==> config.mk <==
export PLATFORM = sky130hd
export DESIGN_NAME = bit_analyzer_flat
export DESIGN_NICKNAME = d
export VERILOG_FILES = /design/src/rtl/bit_analyzer_if.sv /design/src/rtl/bit_analyzer.sv /design/src/flat_wrapper.sv
export SDC_FILE = /design/constraint.sdc
export NUM_CORES = 1
export LEC_CHECK = 0
export CORE_UTILIZATION = 45
export DETAILED_ROUTE_END_ITERATION = 10
export PLACE_DENSITY = 0.7
export REMOVE_ABC_BUFFERS = 1
export SLEW_MARGIN = 20
export SYNTH_ARGS = -nofsm -noshare
export SYNTH_HDL_FRONTEND = slang
export SYNTH_SLANG_ARGS = --single-unit
==> constraint.sdc <==
create_clock -name clk -period 3.27 [get_ports clk]
set_clock_uncertainty 0.1 [all_clocks]
set_input_delay 0.654 -clock clk [delete_from_list [all_inputs] [get_ports clk]]
set_output_delay 0.654 -clock clk [all_outputs]
set_load 0.05 [all_outputs]
==> src/rtl/bit_analyzer_if.sv <==
// ============================================================================
// Module   : bit_analyzer_if
// Brief    : Load/start/result bundle between a controller and bit_analyzer.
// Revision : 1.0  initial release
// ============================================================================
`default_nettype none

interface bit_analyzer_if #(
    parameter int W  = 8,
    parameter int CW = 4
);
    logic          LA;
    logic          s;
    logic [1:0]    mode;
    logic [W-1:0]  data;
    logic [CW-1:0] result;
    logic          found;
    logic          busy;
    logic          Done;

    modport master (
        output LA, s, mode, data,
        input  result, found, busy, Done
    );

    modport slave (
        input  LA, s, mode, data,
        output result, found, busy, Done
    );
endinterface

`default_nettype wire

==> src/rtl/bit_analyzer.sv <==
// ============================================================================
// Module   : bit_analyzer
// Brief    : Serial W-bit analyser: ones/zeros count, leading/trailing one index.
// Revision : 1.0  initial release
// ============================================================================
`default_nettype none

module bit_analyzer #(
    parameter int W  = 8,
    parameter int CW = 4
) (
    input  wire logic     clk,
    input  wire logic     reset,
    bit_analyzer_if.slave bus
);
    localparam int IW = $clog2(W + 1);

    localparam logic [1:0] MODE_ONES  = 2'd0;
    localparam logic [1:0] MODE_ZEROS = 2'd1;
    localparam logic [1:0] MODE_LEAD  = 2'd2;
    localparam logic [1:0] MODE_TRAIL = 2'd3;

    typedef enum logic [1:0] {
        IDLE  = 2'd0,
        COUNT = 2'd1,
        DONE  = 2'd2
    } state_t;

    state_t        state,  state_n;
    logic [W-1:0]  a,      a_n;
    logic [IW-1:0] idx,    idx_n;
    logic [1:0]    mode_r, mode_n;
    logic [CW-1:0] result, result_n;
    logic          found,  found_n;

    logic          exit_now;
    logic [CW-1:0] bit_one;
    logic [CW-1:0] bit_zero;
    logic [CW-1:0] idx_ext;

    always_ff @(posedge clk) begin
        if (reset) begin
            state  <= IDLE;
            a      <= '0;
            idx    <= '0;
            mode_r <= MODE_ONES;
            result <= '0;
            found  <= 1'b0;
        end else begin
            state  <= state_n;
            a      <= a_n;
            idx    <= idx_n;
            mode_r <= mode_n;
            result <= result_n;
            found  <= found_n;
        end
    end

    assign bit_one  = {{(CW-1){1'b0}},  a[0]};
    assign bit_zero = {{(CW-1){1'b0}}, ~a[0]};
    assign idx_ext  = {{(CW-IW){1'b0}}, idx};

    // ZEROS must visit every position; the other modes stop once A runs dry.
    assign exit_now = (mode_r == MODE_ZEROS) ? (idx == IW'(W)) : (a == '0);

    always_comb begin
        state_n  = state;
        a_n      = a;
        idx_n    = idx;
        mode_n   = mode_r;
        result_n = result;
        found_n  = found;

        case (state)
            IDLE: begin
                if (bus.LA) begin
                    a_n = bus.data;
                end else if (bus.s) begin
                    mode_n   = bus.mode;
                    result_n = '0;
                    found_n  = 1'b0;
                    idx_n    = '0;
                    state_n  = COUNT;
                end
            end

            COUNT: begin
                if (exit_now) begin
                    state_n = DONE;
                end else begin
                    a_n   = a >> 1;
                    idx_n = idx + IW'(1);
                    case (mode_r)
                        MODE_ONES:  result_n = result + bit_one;
                        MODE_ZEROS: result_n = result + bit_zero;
                        MODE_LEAD: begin
                            if (a[0]) begin
                                result_n = idx_ext;
                                found_n  = 1'b1;
                            end
                        end
                        MODE_TRAIL: begin
                            // First 1 seen is the answer; stop right here.
                            if (a[0]) begin
                                result_n = idx_ext;
                                found_n  = 1'b1;
                                state_n  = DONE;
                            end
                        end
                        default: ;
                    endcase
                end
            end

            DONE: begin
                if (!bus.s) begin
                    state_n = IDLE;
                end
            end

            default: state_n = IDLE;
        endcase
    end

    assign bus.result = result;
    assign bus.found  = found;
    assign bus.busy   = (state == COUNT);
    assign bus.Done   = (state == DONE);

endmodule

`default_nettype wire

==> src/flat_wrapper.sv <==
// flat-port wrapper written by rule: the top's interface ports become plain ports
module bit_analyzer_flat 
#(
    parameter int W  = 8,
    parameter int CW = 4
)
  (clk, reset, bus_LA, bus_s, bus_mode, bus_data, bus_result, bus_found, bus_busy, bus_Done);
  bit_analyzer_if #(.W(W), .CW(CW)) bus_i ();
  input  wire logic clk;
  input  wire logic reset;
  input wire logic [$bits(bus_i.LA)-1:0] bus_LA;
  input wire logic [$bits(bus_i.s)-1:0] bus_s;
  input wire logic [$bits(bus_i.mode)-1:0] bus_mode;
  input wire logic [$bits(bus_i.data)-1:0] bus_data;
  output wire logic [$bits(bus_i.result)-1:0] bus_result;
  output wire logic [$bits(bus_i.found)-1:0] bus_found;
  output wire logic [$bits(bus_i.busy)-1:0] bus_busy;
  output wire logic [$bits(bus_i.Done)-1:0] bus_Done;
  assign bus_i.LA = bus_LA;
  assign bus_i.s = bus_s;
  assign bus_i.mode = bus_mode;
  assign bus_i.data = bus_data;
  assign bus_result = bus_i.result;
  assign bus_found = bus_i.found;
  assign bus_busy = bus_i.busy;
  assign bus_Done = bus_i.Done;
  bit_analyzer #(.W(W), .CW(CW)) u_core (.clk(clk), .reset(reset), .bus(bus_i));
endmodule
**After elaboration in Yosys (flattened, before gate mapping)**

Cells that the tools add are included.

- Register bits: 21
- Logic and storage cells: 63

- Add/sub/neg operators: 3
- Eq/ne operators: 16
- Muxes and demuxes: 25
- Bitwise gates (word level): 2
- Reductions and logical operators: 11

Operators by type and width:

| cell | count |
|---|---|
| $mux 4 | 5 |
| $mux 8 | 2 |
| $pmux 4 s2 | 2 |
| $pmux 8 s2 | 1 |
| $mux 2 | 6 |
| $ne 2x2->1 const B | 6 |
| $pmux 4 s3 | 1 |
| $reduce_and 5->1 | 2 |
| $add 4x1->4 | 2 |
| $logic_not 8->1 | 1 |
| $eq 2x2->1 const B | 3 |
| $mux 1 | 6 |
| $ne 3x1->1 const B | 2 |
| $pmux 2 s3 | 1 |
| $reduce_and 3->1 | 2 |
| $reduce_and 6->1 | 1 |
| $add 4x1->4 const B | 1 |
| $eq 2x1->1 const B | 2 |
| $eq 4x4->1 const B | 1 |
| $logic_not 2->1 | 2 |
| $reduce_and 4->1 | 1 |
| $ne 3x2->1 const B | 1 |
| $ne 2x1->1 const B | 1 |
| $not 1->1 | 2 |
| 3 further kinds | 3 |

**Logic depth before layout (Yosys ltp)**

- Word-level depth: 5
- Depth in mapped cells: 8
- Depth with buffers taken out: 8

**Worst setup path before layout**

Ideal clock, no wire load.

- Kind: register to output
- From: reg u_core.state[1]
- To: out bus_Done
- Arrival time: 1.142 ns
- Required time: 2.516 ns
- Setup slack: 1.374 ns
- Cell stages (with the launch flop): 2
- Buffers on the path: 0
- Path through: dfxtp_1 nor2b_1

- Cells in the longest elaborated chain, start to end: 1

Ends and longest elaborated chain:

| element | line | source |
|---|---|---|
| start, declared | bit_analyzer.sv:29 | `state_t state, state_n;` |
| start signal, assigned | bit_analyzer.sv:50 | `state <= state_n;` |
| $eq 2x2->1 | bit_analyzer.sv:128 | `assign bus.Done = (state == DONE);` |
| end, declared | flat_wrapper.sv:18 | `output wire logic [$bits(bus_i.Done)-1:0] bus_Done;` |

No other way between the ends.

**Final worst setup path**

- From: reg u_core.state[1]
- To: out bus_busy

- Cells in the longest elaborated chain, start to end: 1

Ends and longest elaborated chain:

| element | line | source |
|---|---|---|
| $eq 2x1->1 | bit_analyzer.sv:127 | `assign bus.busy = (state == COUNT);` |
| end, declared | flat_wrapper.sv:17 | `output wire logic [$bits(bus_i.busy)-1:0] bus_busy;` |

No other way between the ends.

==> flow_summary.ini <==
[synth]
synth_top_area_cell = sky130_fd_sc_hd__dfxtp_1
synth_top_area_frac = 0.341
synth_warnings = 0
post_synth_main_area_contributors = sky130_fd_sc_hd__dfxtp_1 34%, sky130_fd_sc_hd__mux2_2 9.1%, sky130_fd_sc_hd__nand2_1 6.7%
netlist_top_cells_count = 22 x sky130_fd_sc_hd__nand2_1, 21 x sky130_fd_sc_hd__dfxtp_1, 12 x sky130_fd_sc_hd__a21oi_1
yosys.area_share.simple = 0.258
post_synth_mux_area_share = 0.148
post_synth.cell_area_avg_um2 = 8.79
synth_top_family_by_area = simple AND/OR/NAND/NOR gates
synth_sequential_area_ratio = 0.341
synth.lib_cells_used.distinct = 33
synth-edff-count = 0
ys.flop_type = sky130_fd_sc_hd__dfxtp_1
synth_area_um2 = 1230
yosys.cell_count.top_type = sky130_fd_sc_hd__nand2_1
synth_cells = 140
synth.ff_latch_count = 21
synth_xor_area_frac = 0.0213
async_reset_ff_frac = 0
synth_compound_area_frac = 0.142
synthAdderAreaFrac = 0.0407

[clocking]
clock_sink_count = 21
cts_tree = done
post_cts_resize_count = 0
post-cts-setup-buffer-count = 0
numCtsBuffers = 3
insertion_delay_ns = 0.31
cts.root.buffer_cell = sky130_fd_sc_hd__clkbuf_4
ctsLongestPathBuffers = 2
cts.reportedPaths.clkPinSlew_ns = 0.13
hold_buffers = 0
cts_htree_levels = 1

[die]
overall_die_area_um2 = 2950
core_area_um2 = 2520
die-height_um = 54.3
die_x_um = 54.3
top_level_ports = 21
start_util = 0.488
placement_rows = 18

[grt]
pin_count_of_the_biggest_net_entering_global_routing = 27
via_count_of_the_first_global_routing_pass = 946
grt_pass1_wl_um = 4060
antenna_found_initial = 0
grt-ovfl-total = 0
groute.usage.overall = 0.192

[setup_path]
crit_required_ns = 2.52
reg2reg_depth = 4
critical_path.reg2reg.endpoint = u_core.a[1]
setup.worst_path.end_class = primary output
timing.setup.critical_path_class = reg -> out
critical_path.cell_chain = nand2b_1 -> inv_1 -> clkdlybuf4s50_1
timing.reg2reg.setup_slack_ns = 1.28
worst_path_dominant_cell_family = buffers and inverters
slowest_stage = sky130_fd_sc_hd__clkdlybuf4s50_1
critical_path.n_buffers_inverters = 2
worstSetupStartpointType = register
critPathMaxFanout = 11
rr_startpoint = u_core.a[7]
cp_peak_stage_delay_ns = 0.87
critical_path_arrival_ns = 2.00

[place]
portBuffers = 20
dpl.hpwl_um = 1820
post-place-cells = 185
gp_congestion = 0.828
postPlaceCellArea_um2 = 1450

[worst_hold_path]
worstHoldPathType = reg -> reg
worst_hold_path.num_cells = 2
whs_endpoint = u_core.idx[3]
holdCritStartpoint = u_core.idx[3]

[layout]
fin_area_um2 = 1480
drive_above_1_share = 0.157
count_of_placed_standard_cells_in_the_final_layout_fillers_left_out = 189
finish.net_count = 178
insertedDiodeCount = 0
syn2layout_area_growth_pct = 19.8

[drt]
routed_wire_length_um = 2450
detailedRoute.firstPassIterationCount = 4
via_count = 1048
routedWlPerCell_um = 13.0
vias_per_cell = 5.54
drc_errors = 0
final_antenna_net_count = 0
drt-initial-drc-count = 16

[pwr]
static-leakage-power_nw = 0.568
power-per-cell-area_nw_per_um2 = 380
vdd_ir_drop_max_uv = 240

[sta]
rsz0062_at_grt = false
timing.fmax_mhz = 363
worst-slew-pin-transition_ns = 0.853
hold_ws_ns = 0.401
final_total_negative_setup_slack_ns = 0
fin_crit_period_ns = 2.76
setup_violations = 0
post-route-period-util = 0.843
final_max_slew_viol_count = 0
slew-limit-headroom = 0.430
final-hold-violation-count = 0

[flow_run]
max_cap_violations = 0

[status]
outcome = finished clean
-- layout make-up --
| cell class | instances | area [um^2] |
|---|---|---|
| clock buffers | 3 | 22.5 |
| clock inverters | 1 | 5.00 |
| fillers | 257 | 1050 |
| inverters | 6 | 22.5 |
| multi-input cells | 106 | 752 |
| flip-flops and latches | 21 | 420 |
| well taps | 30 | 37.5 |
| repair buffers | 22 | 215 |
-- sequential cells by signal, indices dropped and copies added, names as in the netlist --
signal / flops
u_core.idx: 4
u_core.a: 8
u_core.mode_r: 2
u_core.bus.found: 1
u_core.bus.result: 4
u_core.state: 2
-- cells by family after synthesis --
group,count (synthesis)
AOI/OAI and AO/OA,24
adders and majority gates,4
muxes,17
buffers and inverters,13
xor gates and xnor gates,3
DFF,21
and+or+nand+nor,58
-- metrics by stage --
step                       util  setup WS, ns  total power [mW]
after floorplan               -          1.34             0.387
after global placement    0.574         0.896             0.432
after detailed placement  0.574         0.879             0.436
after CTS                 0.585         0.507             0.564
after global routing      0.585         0.391             0.593
final                     0.585         0.514             0.560
-- worst min-delay path: stages, from the launching register on --
cell and delay (ns):
sky130_fd_sc_hd__dfxtp_1 0.35, sky130_fd_sc_hd__nand2_1 0.06, sky130_fd_sc_hd__mux2i_1 0.06
-- where the power goes --
| group | internal, mW | switching (mW) | total (mW) |
|---|---|---|---|
| clock | 0.0457 | 0.0852 | 0.131 |
| combinational | 0.0674 | 0.0758 | 0.143 |
| sequential | 0.271 | 0.0157 | 0.286 |
| total | 0.384 | 0.177 | 0.560 |
-- how the worst max path moves through the flow --
stage / to / from / slack, ns / cells past startpoint
detailed placement: bus_busy / u_core.state[0] / 0.88 / 3
global placement: bus_busy / u_core.state[1] / 0.90 / 3
global route: bus_busy / u_core.state[0] / 0.39 / 3
CTS: bus_busy / u_core.state[0] / 0.51 / 3
floorplan: bus_busy / u_core.state[1] / 1.34 / 2
finish: bus_busy / u_core.state[1] / 0.51 / 3
-- layer usage --
metal / wire (um) / global-route usage
met5: 0 / 0
met4: 26 / 0.0641
met3: 89 / 0.0333
met2: 1250 / 0.341
met1: 1080 / 0.230
-- layout by cell type, fill, tap and decap left out, drive strengths merged, types with 2 or more instances in the layout --
master | synthesis | final
nor2b | 7 | 7
nor2 | 7 | 7
a31o | 2 | 2
mux2i | 7 | 7
clkdlybuf4s50 | 0 | 20
nor3 | 3 | 3
clkbuf | 4 | 3
nand4 | 2 | 2
nand3 | 4 | 4
a21oi | 14 | 14
nor4 | 2 | 2
nand2b | 7 | 7
xnor2 | 3 | 3
inv | 6 | 6
buf | 3 | 2
nand2 | 22 | 22
a31oi | 2 | 2
mux2 | 10 | 10
ha | 4 | 4
dfxtp | 21 | 21
a211o | 2 | 2
No activity file was read; power rests on OpenSTA's default activity.
